[src/rtl/motor_pkg.sv]
// Shared constants and types for the motor move executor.
package motor_pkg;

  localparam int NUM_MOTORS = 6;
  localparam int POS_W      = 10;
  localparam int MAX_POS    = 999;

  typedef logic [2:0]       motor_idx_t;
  typedef logic [POS_W-1:0] pos_t;

  typedef enum logic [1:0] {
    S_IDLE  = 2'd0,
    S_SETUP = 2'd1,
    S_MOVE  = 2'd2,
    S_DONE  = 2'd3
  } state_t;

endpackage

[src/rtl/motor_driver_step_timer.sv]
// Step period counter: runs 0..STEP_DIV-1 while enabled, cleared on demand.
module step_timer #(
  parameter int STEP_DIV = 1000,
  parameter int PULSE_W  = 10
) (
  input  logic clk,
  input  logic rst,
  input  logic clr_i,
  input  logic en_i,
  output logic pulse_hi_o,
  output logic period_end_o
);

  localparam int CW = (STEP_DIV > 1) ? $clog2(STEP_DIV) : 1;

  logic [CW-1:0] cnt_q, cnt_d;

  assign pulse_hi_o   = (cnt_q < CW'(PULSE_W));
  assign period_end_o = (cnt_q == CW'(STEP_DIV - 1));

  // Next count: clear has priority, wrap at the end of each period.
  always_comb begin
    cnt_d = cnt_q;
    if (clr_i) begin
      cnt_d = '0;
    end else if (en_i) begin
      cnt_d = period_end_o ? '0 : cnt_q + CW'(1);
    end
  end

  // Counter register.
  always_ff @(posedge clk) begin
    if (rst) cnt_q <= '0;
    else     cnt_q <= cnt_d;
  end

endmodule

[src/rtl/motor_driver.sv]
// Executes one committed absolute move at a time and owns all motor positions.
module motor_driver
  import motor_pkg::*;
#(
  parameter int STEP_DIV = 1000,
  parameter int PULSE_W  = 10
) (
  input  logic                  clk,
  input  logic                  rst,
  input  logic                  cmd_valid,
  output logic                  cmd_ready,
  input  logic [2:0]            cmd_motor,
  input  logic [POS_W-1:0]      cmd_value,
  input  logic                  abort,
  output logic [NUM_MOTORS-1:0] step,
  output logic [NUM_MOTORS-1:0] dir,
  output logic                  busy,
  output logic                  done,
  output logic                  err,
  input  logic [2:0]            pos_sel,
  output logic [POS_W-1:0]      pos_out
);

  state_t     state_q, state_d;
  motor_idx_t motor_q;
  pos_t       target_q;
  pos_t       pos_q [NUM_MOTORS];
  logic       err_q, err_d;

  logic latch_en, dir_load, pos_upd, timer_clr, timer_en;
  logic pulse_hi, period_end;
  logic cmd_ok;
  pos_t cmd_pos, cur_pos, next_pos;

  // Position lookup by index; out-of-range indices read as zero.
  function automatic pos_t pick_pos(input pos_t arr [NUM_MOTORS], input motor_idx_t idx);
    pos_t r;
    r = '0;
    for (int i = 0; i < NUM_MOTORS; i++) begin
      if (idx == motor_idx_t'(i)) r = arr[i];
    end
    return r;
  endfunction

  step_timer #(
    .STEP_DIV(STEP_DIV),
    .PULSE_W (PULSE_W)
  ) u_timer (
    .clk         (clk),
    .rst         (rst),
    .clr_i       (timer_clr),
    .en_i        (timer_en),
    .pulse_hi_o  (pulse_hi),
    .period_end_o(period_end)
  );

  assign cmd_ok   = (cmd_motor < motor_idx_t'(NUM_MOTORS)) && (cmd_value <= pos_t'(MAX_POS));
  assign cmd_pos  = pick_pos(pos_q, cmd_motor);
  assign cur_pos  = pick_pos(pos_q, motor_q);
  assign pos_out  = pick_pos(pos_q, pos_sel);
  assign next_pos = (target_q > cur_pos) ? cur_pos + pos_t'(1) : cur_pos - pos_t'(1);

  assign cmd_ready = (state_q == S_IDLE);
  assign busy      = (state_q == S_SETUP) || (state_q == S_MOVE);
  assign done      = (state_q == S_DONE);
  assign err       = err_q;

  // State register.
  always_ff @(posedge clk) begin
    if (rst) state_q <= S_IDLE;
    else     state_q <= state_d;
  end

  // Next state and datapath strobes; abort wins over a coinciding period end.
  always_comb begin
    state_d   = state_q;
    latch_en  = 1'b0;
    dir_load  = 1'b0;
    pos_upd   = 1'b0;
    timer_clr = 1'b0;
    timer_en  = 1'b0;
    err_d     = 1'b0;
    case (state_q)
      S_IDLE: begin
        if (cmd_valid) begin
          if (!cmd_ok) begin
            err_d = 1'b1;
          end else if (cmd_value == cmd_pos) begin
            latch_en = 1'b1;
            state_d  = S_DONE;
          end else begin
            // dir is loaded at accept so it is settled during SETUP.
            latch_en = 1'b1;
            dir_load = 1'b1;
            state_d  = S_SETUP;
          end
        end
      end
      S_SETUP: begin
        timer_clr = 1'b1;
        state_d   = abort ? S_IDLE : S_MOVE;
      end
      S_MOVE: begin
        if (abort) begin
          state_d = S_IDLE;
        end else begin
          timer_en = 1'b1;
          if (period_end) begin
            pos_upd = 1'b1;
            if (next_pos == target_q) state_d = S_DONE;
          end
        end
      end
      S_DONE: begin
        state_d = S_IDLE;
      end
      default: begin
        state_d = S_IDLE;
      end
    endcase
  end

  // Latched command and the error pulse.
  always_ff @(posedge clk) begin
    if (rst) begin
      motor_q  <= '0;
      target_q <= '0;
      err_q    <= 1'b0;
    end else begin
      err_q <= err_d;
      if (latch_en) begin
        motor_q  <= cmd_motor;
        target_q <= cmd_value;
      end
    end
  end

  genvar gi;
  generate
    for (gi = 0; gi < NUM_MOTORS; gi++) begin : g_motor
      // Per-motor position and direction; only the active motor changes.
      always_ff @(posedge clk) begin
        if (rst) begin
          pos_q[gi] <= '0;
          dir[gi]   <= 1'b0;
        end else begin
          if (dir_load && (cmd_motor == motor_idx_t'(gi))) dir[gi] <= (cmd_value > cmd_pos);
          if (pos_upd && (motor_q == motor_idx_t'(gi)))    pos_q[gi] <= next_pos;
        end
      end
      assign step[gi] = (state_q == S_MOVE) && pulse_hi && (motor_q == motor_idx_t'(gi));
    end
  endgenerate

endmodule

[config.mk]
export PLATFORM = sky130hd
export DESIGN_NAME = motor_driver
export DESIGN_NICKNAME = d
export VERILOG_FILES = /design/src/rtl/motor_pkg.sv /design/src/rtl/motor_driver_step_timer.sv /design/src/rtl/motor_driver.sv
export SDC_FILE = /design/constraint.sdc
export NUM_CORES = 1
export LEC_CHECK = 0
export BUFFER_PORTS_ARGS = -buffer_cell sky130_fd_sc_hd__buf_2
export CAP_MARGIN = 20
export CELL_PAD_IN_SITES_DETAIL_PLACEMENT = 0
export CELL_PAD_IN_SITES_GLOBAL_PLACEMENT = 2
export CORE_MARGIN = 2
export CORE_UTILIZATION = 25
export CTS_CLUSTER_SIZE = 30
export DETAILED_ROUTE_END_ITERATION = 12
export PLACE_DENSITY = 0.71
export SYNTH_ARGS = -nofsm -noshare
export SYNTH_HDL_FRONTEND = slang
export SYNTH_SLANG_ARGS = --single-unit
[constraint.sdc]
create_clock -name clk -period 5.97 [get_ports clk]
set_input_delay 0.2985 -clock clk [delete_from_list [all_inputs] [get_ports clk]]
set_output_delay 0.2985 -clock clk [all_outputs]
set_load 0.005 [all_outputs]
==> results of run 1 <==
## worst max-delay path by stage
stage / from / end / depth (start not counted)
final: motor_q[1] / state_q[1] / 20
after CTS: motor_q[1] / state_q[0] / 20
after detailed placement: motor_q[1] / state_q[0] / 20
after global routing: motor_q[1] / state_q[0] / 20
after floorplan: motor_q[0] / state_q[1] / 22
after global placement: motor_q[1] / state_q[1] / 20
## sequential cells by signal, indices dropped and copies added (netlist names)
register / flops
state_q: 2
err: 1
u_timer.cnt_q: 10
motor_q: 3
dir: 6
target_q: 10
pos_q: 60
## synthesized netlist by cell type, types with 2 or more instances
| cell | instances | share of area [%] |
|---|---|---|
| nand2_1 | 119 | 7.2 |
| nor2_1 | 99 | 6.0 |
| dfxtp_1 | 92 | 30 |
| a21oi_1 | 77 | 6.2 |
| mux2i_1 | 49 | 7.9 |
| clkbuf_1 | 36 | 2.2 |
| ha_1 | 34 | 6.9 |
| inv_1 | 25 | 1.5 |
| nor3_1 | 23 | 1.9 |
| nand3_1 | 17 | 1.4 |
| xnor2_1 | 14 | 2.0 |
| a211oi_1 | 13 | 1.6 |
| a22oi_1 | 11 | 1.3 |
| mux4_2 | 11 | 4.0 |
| xor2_1 | 11 | 1.6 |
| mux2_2 | 10 | 1.8 |
| o221ai_1 | 10 | 1.4 |
| buf_1 | 9 | 0.55 |
| o21ai_0 | 9 | 0.73 |
| a221oi_1 | 8 | 1.1 |
| a21o_1 | 7 | 0.85 |
| a22o_1 | 7 | 0.99 |
| nand4_1 | 7 | 0.71 |
| and3_1 | 6 | 0.61 |
| nand2b_1 | 6 | 0.61 |
| nor2b_1 | 6 | 0.61 |
| nor4_1 | 6 | 0.61 |
| o22ai_1 | 6 | 0.61 |
| or3_1 | 4 | 0.40 |
| a311oi_1 | 3 | 0.42 |
| and2_1 | 3 | 0.30 |
| o311a_1 | 3 | 0.49 |
| a211oi_2 | 2 | 0.40 |
| a221o_1 | 2 | 0.32 |
| a31oi_1 | 2 | 0.20 |
| buf_4 | 2 | 0.24 |
| inv_2 | 2 | 0.12 |
| nand3b_1 | 2 | 0.24 |
| nor3b_1 | 2 | 0.24 |
| o211ai_1 | 2 | 0.24 |
| o21ai_1 | 2 | 0.16 |
| or4_1 | 2 | 0.24 |
## logic make-up (layout without fill, tap and decap cells)
kind of cell             after synthesis  count (layout)  synth area share (%)
AND/OR/NAND/NOR                      309             309                  22.1
flip-flops                            92              92                  29.8
AO/OA/AOI/OAI                        173             173                  18.6
buffers and inverters                 75             114                  4.69
adder cells (fa/ha/maj)               35              35                  7.20
XOR/XNOR                              26              26                  3.90
multiplexers                          70              70                  13.7
## final cells by class
cell class / count / area, µm² / area share, %
Sequential cell: 92 / 1850 / 25.9
Clock inverter: 7 / 58.8 / 0.824
Inverter: 27 / 101 / 1.42
Tap cell: 324 / 405 / 5.68
Multi-Input combinational cell: 613 / 4080 / 57.2
Clock buffer: 9 / 225 / 3.16
Timing Repair Buffer: 71 / 420 / 5.89
## through the flow
stage | instances | setup WS (ns) | utilization [%]
finish | 1143 | 0.435 | 29.4
global placement | 1126 | 0.355 | 28.1
detailed placement | 1127 | 0.185 | 28.1
CTS | 1143 | 0.142 | 29.3
floorplan | 780 | 0.574 | -
global route | 1143 | 0.0198 | 29.4
## layer usage
layer  track usage (%)  routed length [µm]
met1              25.0               10800
met2              25.6                9680
met3              2.11                 851
met4              4.46                 248
met5                 0                   0
## critical path: cells and delay by family, from the launching register on
| kind | cells | cell delay, ns |
|---|---|---|
| fa+ha+maj | 2 | 0.74 |
| xor+xnor | 1 | 0.16 |
| buf+inv | 3 | 0.61 |
| simple gates | 6 | 1.46 |
| flops | 1 | 0.56 |
| compound gates | 8 | 1.91 |
## report_power, final
part / switching, µW / internal, µW / total [µW]
combinational: 699 / 425 / 1120
clock: 293 / 290 / 583
sequential: 37.3 / 636 / 673
total: 1030 / 1350 / 2380
==> out/results.ini, run 1 <==
[run_status]
status = finished, final reports clean

[setup_path]
r2r_end = state_q[1]
worst-setup-path-type = register to register
crit_slowest_cell = dfxtp_2
path_cells = buf_4, nor2_1, and2_1, a221o_1, inv_1, ha_1, a21oi_1, o21ai_0, a221oi_1, a32oi_1, inv_1, fa_1, xor2_1, a311o_1, nor4_1, o311a_1, nand4_1, or4_1, or4_4, a221oi_1
cp_max_fo = 14
timing.rr.start = motor_q[1]
rr_worst_depth = 20
worstPathRequired_ns = 6.24
max_stage_delay_ns = 0.56
worstSetupEndpointType = register
startpoint_type = register
ff2ff_setup_slack_ns = 0.44
worstPathArrival_ns = 5.80

[sta]
worstMarginPinSlew_ns = 1.05
rsz0062_at_grt = false
hold_viol = 0
setup_violations = 0
period_minus_slack_ns = 5.53
slew_headroom_pct = 29.9
drv_slew = 0
holdWs_ns = 0.183
min_period_over_period_pct = 92.7
setup-tns-final_ns = 0
clock.fmax_mhz = 181
finClkSkew_ns = 0.00946

[floorplanning]
die_area_mm2 = 0.0260
die_y_um = 161
io_pins = 46
start_util_pct = 25.5
dieWidth_um = 161
core_mm2 = 0.0243
rows = 57

[layout]
drive_above_1_share_pct = 15.1
area_delta_synth_final_pct = 15.3
antennaDiodeCount = 0
layout_common_cells = 119 x nand2_1, 97 x nor2_1, 89 x dfxtp_1
mostFrequentLayoutCell = nand2_1
num-fill-cells = 2645
stdcell_area_mm2 = 0.00714
final_nets = 869

[synthesis]
async_reset_ff_share_pct = 0
syn_nets = 835
synth_cell_types = 61
synth_area_per_cell_um2 = 7.94
synthesis.area_mm2 = 0.00619
ys.flop_type = dfxtp_1
ys_warn_count = 0
seq_area_frac_synth_pct = 29.8
ys_ff_latch = 92
synth_edf_count = 0
syn_inst = 780

[pwr]
irDropWorstVdd_mv = 0.136
powerDensity_mw_per_mm2 = 333
power.total_uw = 2380
p_leak_uw = 0.00268

[global_route]
grt-ovfl-total = 0
grt_pass1_wl_um = 33600
grt_pass1_vias = 5362
grt_antenna_before_repair = 0
grt_start_max_net_pins = 87
groute.usage.overall_pct = 16.8

[clock_tree]
cts.sinks = 92
h-tree-depth = 3
clk_latency_ns = 0.37
clkTransAtPathRegs_ns = 0.08
cts_inserted_buffers = 9
cts_resized = 0
cts_root_buf = clkbuf_16
cts_tree = yes
postCtsSetupRepairBufs = 0
hold_buffers = 0
clock_path_buffers = 2

[drt]
finalWirelength_um = 21600
dr.pass1.iters = 5
drc = 0
drtIter0Drc = 483
avgViaCountPerCell = 5.06
ant_nets = 0
num_vias = 5789
wl_per_cell_um = 18.9

[placement]
post_dp_cell_area_mm2 = 0.00683
port_buffers = 45
place.gp.congestion = 0.857
place_hpwl_um = 16500

[hold_path]
worstHoldStart = cmd_valid
whs_path_depth = 3
min-delay-path-class = input pin to register
min_delay_worst_endpoint = err

[job]
maxCapViolCount = 0

Power figures use the tool's default switching activity.
==> run 2: changes to the inputs <==
--- a/config.mk
+++ b/config.mk
@@ -5,7 +5,7 @@
 export SDC_FILE = /design/constraint.sdc
 export NUM_CORES = 1
 export LEC_CHECK = 0
-export BUFFER_PORTS_ARGS = -buffer_cell sky130_fd_sc_hd__buf_2
+export BUFFER_PORTS_ARGS = -buffer_cell sky130_fd_sc_hd__clkbuf_2
 export CAP_MARGIN = 20
 export CELL_PAD_IN_SITES_DETAIL_PLACEMENT = 0
 export CELL_PAD_IN_SITES_GLOBAL_PLACEMENT = 2
@@ -14,6 +14,7 @@
 export CTS_CLUSTER_SIZE = 30
 export DETAILED_ROUTE_END_ITERATION = 12
 export PLACE_DENSITY = 0.71
+export SETUP_SLACK_MARGIN = 0.5
 export SYNTH_ARGS = -nofsm -noshare
 export SYNTH_HDL_FRONTEND = slang
 export SYNTH_SLANG_ARGS = --single-unit
==> out/results.ini, run 2 (synthesis gave the netlist of run 1 again) <==
[layout]
final_nets = 879  ; +1.2%
drive_above_1_share_pct = 17.0  ; +1.9 points
largest_reg_flops = 60  ; unchanged
layout_common_cells = 119 x nand2_1, 97 x nor2_1, 89 x dfxtp_1
postLayoutCoreUtil_pct = 29.9  ; +0.54 points
num-fill-cells = 2619  ; -0.98%
largest_register = pos_q
area_delta_synth_final_pct = 17.4
antennaDiodeCount = 0  ; unchanged
largest_registers = pos_q (60), target_q (10), u_timer.cnt_q (10)
mostFrequentLayoutCell = nand2_1
stdcell_area_mm2 = 0.00727  ; +1.8%

[hold_path]
min-delay-path-class = input pin to register
worstHoldStart = cmd_valid

[floorplanning]
start_util_pct = 25.5  ; unchanged
dieWidth_um = 161  ; unchanged
rows = 57  ; unchanged
io_pins = 46  ; unchanged
die_y_um = 161  ; unchanged
core_mm2 = 0.0243  ; unchanged
die_area_mm2 = 0.0260  ; unchanged

[clock_tree]
cts_root_buf = clkbuf_16
clock_path_buffers = 2  ; unchanged
hold_buffers = 0  ; unchanged
cts_inserted_buffers = 9  ; unchanged
cts_tree = yes
clkTransAtPathRegs_ns = 0.08  ; about the same
cts.sinks = 92  ; unchanged
h-tree-depth = 3  ; unchanged
clk_latency_ns = 0.36  ; about the same

[sta]
clock.fmax_mhz = 194  ; +7.2%
fin_ws_ns = 0.807  ; +0.372 ns
finClkSkew_ns = 0.0147  ; +0.00520 ns
min_period_over_period_pct = 86.5  ; -6.2 points
setup-tns-final_ns = 0  ; unchanged
slew_headroom_pct = 28.4  ; -1.5 points
worstMarginPinSlew_ns = 1.07  ; +0.0187 ns
hold_viol = 0  ; unchanged
setup_violations = 0  ; unchanged
rsz0062_at_grt = false
drv_slew = 0  ; unchanged
period_minus_slack_ns = 5.16  ; -0.372 ns

[drt]
ant_nets = 0  ; unchanged
num_vias = 5869  ; +1.4%
drc = 0  ; unchanged
dr.pass1.iters = 5  ; unchanged
avgViaCountPerCell = 5.09  ; +0.50%
finalWirelength_um = 21700  ; +0.32%
wl_per_cell_um = 18.8  ; -0.55%
drtIter0Drc = 504  ; +4.3%

[global_route]
grt_antenna_before_repair = 0  ; unchanged
grt-ovfl-total = 0  ; unchanged
grt_pass1_vias = 5543  ; +3.4%
grt_start_max_net_pins = 87  ; unchanged
grt_pass1_wl_um = 34000  ; +1.1%
groute.usage.overall_pct = 16.8  ; -0.086 points

[placement]
place_hpwl_um = 16400  ; -0.60%
place.gp.congestion = 0.841  ; -1.9%
post_dp_cell_area_mm2 = 0.00683  ; -0.11%
port_buffers = 45  ; unchanged
dp_slack_ns = 0.151  ; -0.0332 ns

[pwr]
power_frac_comb_pct = 48.5  ; +1.3 points
power_frac_clock_pct = 24.2  ; -0.3 points
p_sw_uw = 1050  ; +1.6%
switching_share_pct = 42.5  ; -0.80 points
seq_power_share_pct = 27.3  ; -1.0 points
irDropWorstVdd_mv = 0.153  ; +12%
power.total_uw = 2460  ; +3.5%
powerDensity_mw_per_mm2 = 339  ; +1.6%
internal_power_uw = 1420  ; +5.0%
p_leak_uw = 0.00272  ; +1.7%

[setup_path]
worstPathRequired_ns = 6.23  ; about the same
startpoint_type = register
timing.rr.start = motor_q[0]
cp_max_fo = 13  ; -1
worst-setup-path-type = register to register
startpoint = motor_q[0]
ff2ff_setup_slack_ns = 0.81  ; +0.37 ns
worstSetupEndpointType = register
rr_worst_depth = 21  ; +5.0%
setup.worst_path.end = state_q[1]
r2r_end = state_q[1]
worstPathArrival_ns = 5.43  ; -0.37 ns

[job]
maxCapViolCount = 0  ; unchanged

[run_status]
status = finished, final reports clean

[run 2: cell count changes in the layout (fill, tap and decap cells not counted), sizes merged]
cell / change
clkbuf: +45
buf: -34
clkinvlp: -1
[run 2: cell type report]
type	count	area, µm²	share of cell area, %
clock buffers	10	239	3.29
clock inverters	6	55.1	0.757
inverters	27	101	1.39
multi-input cells	613	4120	56.6
flip-flops and latches	92	1850	25.5
well taps	324	405	5.58
repair buffers	81	499	6.87
[run 2: worst min-delay path by stage]
stage               depth (start not counted)  slack (ns)          end
floorplan                                   2        0.43          err
finish                                      3        0.18          err
global placement                            2        0.47  target_q[0]
global route                                3        0.18          err
detailed placement                          2        0.47    pos_q[14]
CTS                                         3        0.17          err
[run 2: critical path, cell delays in order, from the launching register on]
cell and delay, ns:
dfxtp_4 0.41, mux4_2 0.36, inv_1 0.05, o22ai_1 0.35, inv_1 0.09, ha_1 0.28
nand4_1 0.10, nor3_1 0.26, a221oi_1 0.11, a32oi_1 0.27, inv_2 0.15, buf_4 0.17
buf_4 0.12, ha_1 0.29, nand4_1 0.12, nor4_2 0.06, a211oi_2 0.33, nand2_2 0.12
a31oi_4 0.21, xnor3_1 0.39, or4_4 0.57, a221oi_1 0.26
[run 2: per-layer routing]
layer / vias to the layer above / part of all wire, % / global-route usage [%]
met5: - / 0 / 0
met4: 0 / 1.4 / 4.18
li1: 2887 / - / -
met1: 2819 / 50 / 24.9
met2: 143 / 44 / 25.5
met3: 20 / 4.3 / 2.23
[run 2: what timing repair did]
| item | CTS | global route |
|---|---|---|
| resized for setup | 5 | 14 |
| endpoints found under the hold margin | 0 | 0 |
| pin swaps | 0 | 4 |
| setup buffers | 0 | 11 |
| endpoints found under the setup margin | 2 | 2 |
| cloned | 0 | 0 |
[run 2: per-stage QoR]
step | std cells | hold slack [ns]
finish | 1153 | 0.177
global route | 1153 | 0.180
CTS | 1142 | 0.166
detailed placement | 1126 | 0.475
global placement | 1126 | 0.471
floorplan | 780 | 0.426
[run 2: power groups by stage]
| stage | registers (µW) | logic [µW] | clock network, µW |
|---|---|---|---|
| 3_3_place_gp | 686 | 1120 | 0 |
| 2_1_floorplan | 666 | 715 | 0 |
| 4_1_cts | 673 | 1110 | 612 |
| 6_report | 672 | 1190 | 597 |
| 3_5_place_dp | 687 | 1110 | 0 |
| 5_1_grt | 676 | 1310 | 637 |
==> run 3: changes to the inputs <==
--- a/config.mk
+++ b/config.mk
@@ -5,6 +5,7 @@
 export SDC_FILE = /design/constraint.sdc
 export NUM_CORES = 1
 export LEC_CHECK = 0
+export ABC_AREA = 1
 export BUFFER_PORTS_ARGS = -buffer_cell sky130_fd_sc_hd__clkbuf_2
 export CAP_MARGIN = 20
 export CELL_PAD_IN_SITES_DETAIL_PLACEMENT = 0
@@ -13,7 +14,7 @@
 export CORE_UTILIZATION = 25
 export CTS_CLUSTER_SIZE = 30
 export DETAILED_ROUTE_END_ITERATION = 12
-export PLACE_DENSITY = 0.71
+export PLACE_DENSITY = 0.74
 export SETUP_SLACK_MARGIN = 0.5
 export SYNTH_ARGS = -nofsm -noshare
 export SYNTH_HDL_FRONTEND = slang
==> out/results.ini, run 3 <==
[sta]
slew_headroom_pct = 32.1  ; +3.6 points
worstMarginPinSlew_ns = 1.02  ; -0.0541 ns
period_minus_slack_ns = 4.93  ; -0.236 ns
hold_viol = 0  ; unchanged
rsz0062_at_grt = false
fin_ws_ns = 1.04  ; +0.236 ns
finClkSkew_ns = 0.00959  ; -0.00506 ns
setup-tns-final_ns = 0  ; unchanged
clock.fmax_mhz = 203  ; +4.8%
drv_slew = 0  ; unchanged
min_period_over_period_pct = 82.5  ; -4.0 points
setup_violations = 0  ; unchanged

[global_route]
grt_pass1_vias = 5577  ; +0.61%
gr-max-usage-layer = met2
grt_pass1_wl_um = 33200  ; -2.3%
grt-ovfl-total = 0  ; unchanged
met1_usage_pct = 25.0  ; +0.11 points
groute.usage.overall_pct = 17.7  ; +0.98 points
grt_antenna_before_repair = 1  ; +1
grt_use_met2_pct = 28.5  ; +3.0 points
grt_use_met3_pct = 2.96  ; +0.72 points
grt_start_max_net_pins = 48  ; -45%

[setup_path]
worstPathRequired_ns = 6.22  ; about the same
cp_max_fo = 14  ; +1
worstSetupEndpointType = register
startpoint_type = register
worst-setup-path-type = register to register
worstPathArrival_ns = 5.18  ; -0.25 ns

[clock_tree]
cts_inserted_buffers = 9  ; unchanged
h-tree-depth = 3  ; unchanged
cts.sinks = 92  ; unchanged
clk_latency_ns = 0.36  ; about the same
cts_tree = yes
cts_root_buf = clkbuf_16
clock_path_buffers = 2  ; unchanged
clkTransAtPathRegs_ns = 0.07  ; about the same

[placement]
dp_slack_ns = 0.697  ; +0.546 ns
place_hpwl_um = 16800  ; +2.6%
place.gp.congestion = 0.855  ; +1.7%
port_buffers = 45  ; unchanged
post_dp_cell_area_mm2 = 0.00650  ; -4.7%

[drt]
ant_nets = 0  ; unchanged
num_vias = 5960  ; +1.6%
drtIter0Drc = 344  ; -32%
avgViaCountPerCell = 4.82  ; -5.3%
finalWirelength_um = 21600  ; -0.30%
wl_per_cell_um = 17.5  ; -7.1%
dr.pass1.iters = 5  ; unchanged
drc = 0  ; unchanged

[floorplanning]
io_pins = 46  ; unchanged
dieWidth_um = 158  ; -2.1%
rows = 56  ; -1.8%
die_area_mm2 = 0.0250  ; -4.1%
die_y_um = 158  ; -2.1%
start_util_pct = 25.3  ; -0.10 points
core_mm2 = 0.0234  ; -3.8%

[synthesis]
synth.most_common_cell = inv_1
async_reset_ff_share_pct = 0  ; unchanged
synthTopCellsByArea = dfxtp_1 31%, inv_1 9.6%, a21oi_1 9.2%
yosysTopAreaCellShare_pct = 31.0  ; +1.3 points
synth_edf_count = 0  ; unchanged
synth_commonest_cells = 151 x inv_1, 109 x a21oi_1, 98 x nand2_1
synth_cell_types = 45  ; -26%
synthesis.area_mm2 = 0.00593  ; -4.2%
seq_area_frac_synth_pct = 31.0  ; +1.3 points
ys_warn_count = 0  ; unchanged
ys.flop_type = dfxtp_1
syn_nets = 928  ; +11%
ys_ff_latch = 92  ; unchanged
syn_inst = 873  ; +12%
synth_area_per_cell_um2 = 6.79  ; -14%
synth_area_leader_cell = dfxtp_1

[layout]
stdcell_area_mm2 = 0.00684  ; -5.9%
layout_common_cells = 151 x inv_1, 108 x a21oi_1, 97 x nand2_1, 97 x o21ai_0, 91 x dfxtp_1
largest_registers = pos_q (60), target_q (10), u_timer.cnt_q (10)
antennaDiodeCount = 0  ; unchanged
largest_register = pos_q
ff_latch_area_mm2 = 0.00184  ; -0.54%
mostFrequentLayoutCell = inv_1
largest_reg_flops = 60  ; unchanged
num-fill-cells = 2664  ; +1.7%
area_delta_synth_final_pct = 15.3
drive_above_1_share_pct = 11.8  ; -5.2 points
final_nets = 968  ; +10%
multiInputGateArea_mm2 = 0.00342  ; -17%

[pwr]
powerDensity_mw_per_mm2 = 335  ; -1.0%
irDropWorstVdd_mv = 0.138  ; -10%
p_leak_uw = 0.00287  ; +5.4%

[job]
maxCapViolCount = 0  ; unchanged

[run_status]
status = finished, final reports clean

[hold_path]
min-delay-path-class = input pin to register

[run 3: changes by cell type after synthesis, sizes merged, moves of 8 or more]
cell,before,now
inv,27,157
o21ai,11,100
mux2i,49,0
a21oi,77,111
o22ai,6,28
clkbuf,36,18
nand3,17,35
nor2,99,81
xnor2,14,2
mux4,11,0
mux2,10,0
buf,12,4
xor2,11,3
[run 3: final cells by class]
class | instances | area share (%)
multi-input cells | 600 | 49.9
flip-flops and latches | 92 | 26.9
inverters | 159 | 8.76
well taps | 319 | 5.84
repair buffers | 51 | 3.95
clock buffers | 11 | 3.70
clock inverters | 5 | 0.860
[run 3: worst max-delay path: stages, from the launching register on]
cell	delay, ns
dfxtp_1	0.62
inv_4	0.09
nor3_4	0.52
a21oi_1	0.08
a22oi_1	0.49
inv_1	0.09
ha_1	0.29
nand2_1	0.06
nor2_1	0.14
o211ai_1	0.10
nand3_1	0.10
nand2_2	0.18
fa_2	0.45
xnor2_1	0.26
nand2_1	0.11
nand2_1	0.05
nor2_1	0.11
nand2_1	0.06
nor2_1	0.16
nand3_1	0.09
nor2_1	0.22
nand3_2	0.12
nor2_4	0.09
nand3_2	0.06
nand2_2	0.07
nand3_1	0.07
nand2_1	0.07
nor2_1	0.05
[run 3: report_power, final]
| part | switching, µW | leakage [µW] | internal, µW |
|---|---|---|---|
| combinational | 722 | 0.00198 | 268 |
| clock | 275 | 0.000148 | 349 |
| sequential | 36.6 | 0.000744 | 642 |
[run 3: worst paths after layout]
kind | start | to | slack (ns) | cells past startpoint
max | motor_q[0] | state_q[1] | 1.04 | 27
max reg2reg | motor_q[0] | state_q[1] | 1.04 | 27
min | cmd_valid | err | 0.19 | 3
min reg2reg | target_q[2] | target_q[2] | 0.50 | 2
[run 3: per-stage QoR]
step / cells / hold WS, ns / util, % / power, µW
after floorplan: 873 / 0.452 / - / 1340
after global placement: 1221 / 0.487 / 27.8 / 1680
after detailed placement: 1221 / 0.492 / 27.8 / 1670
after CTS: 1237 / 0.194 / 29.1 / 2300
after global routing: 1237 / 0.208 / 29.2 / 2460
final: 1237 / 0.195 / 29.2 / 2290
[run 3: metal layers]
layer  vias to the layer above  share of wire (%)
met5                         -              0.032
met4                         2               0.86
met2                       128                 45
met1                      2752                 50
met3                        20                4.2
li1                       3058                  -
[run 3: what timing repair did]
action                                  CTS  global route
hold buffers                              0             0
endpoints found under the hold margin     0             0
gates resized for setup                   0             6
setup buffers                             0             0
endpoints found under the setup margin    0             2
[run 3: cells by family (layout without fill, tap and decap cells)]
| group | count (synthesis) | after routing | synth area share (%) |
|---|---|---|---|
| xor gates and xnor gates | 5 | 5 | 0.738 |
| DFF | 92 | 92 | 31.0 |
| adders and majority gates | 35 | 35 | 7.51 |
| AOI/OAI and AO/OA | 290 | 290 | 28.0 |
| buffers and inverters | 181 | 226 | 11.8 |
| and+or+nand+nor | 270 | 270 | 20.9 |
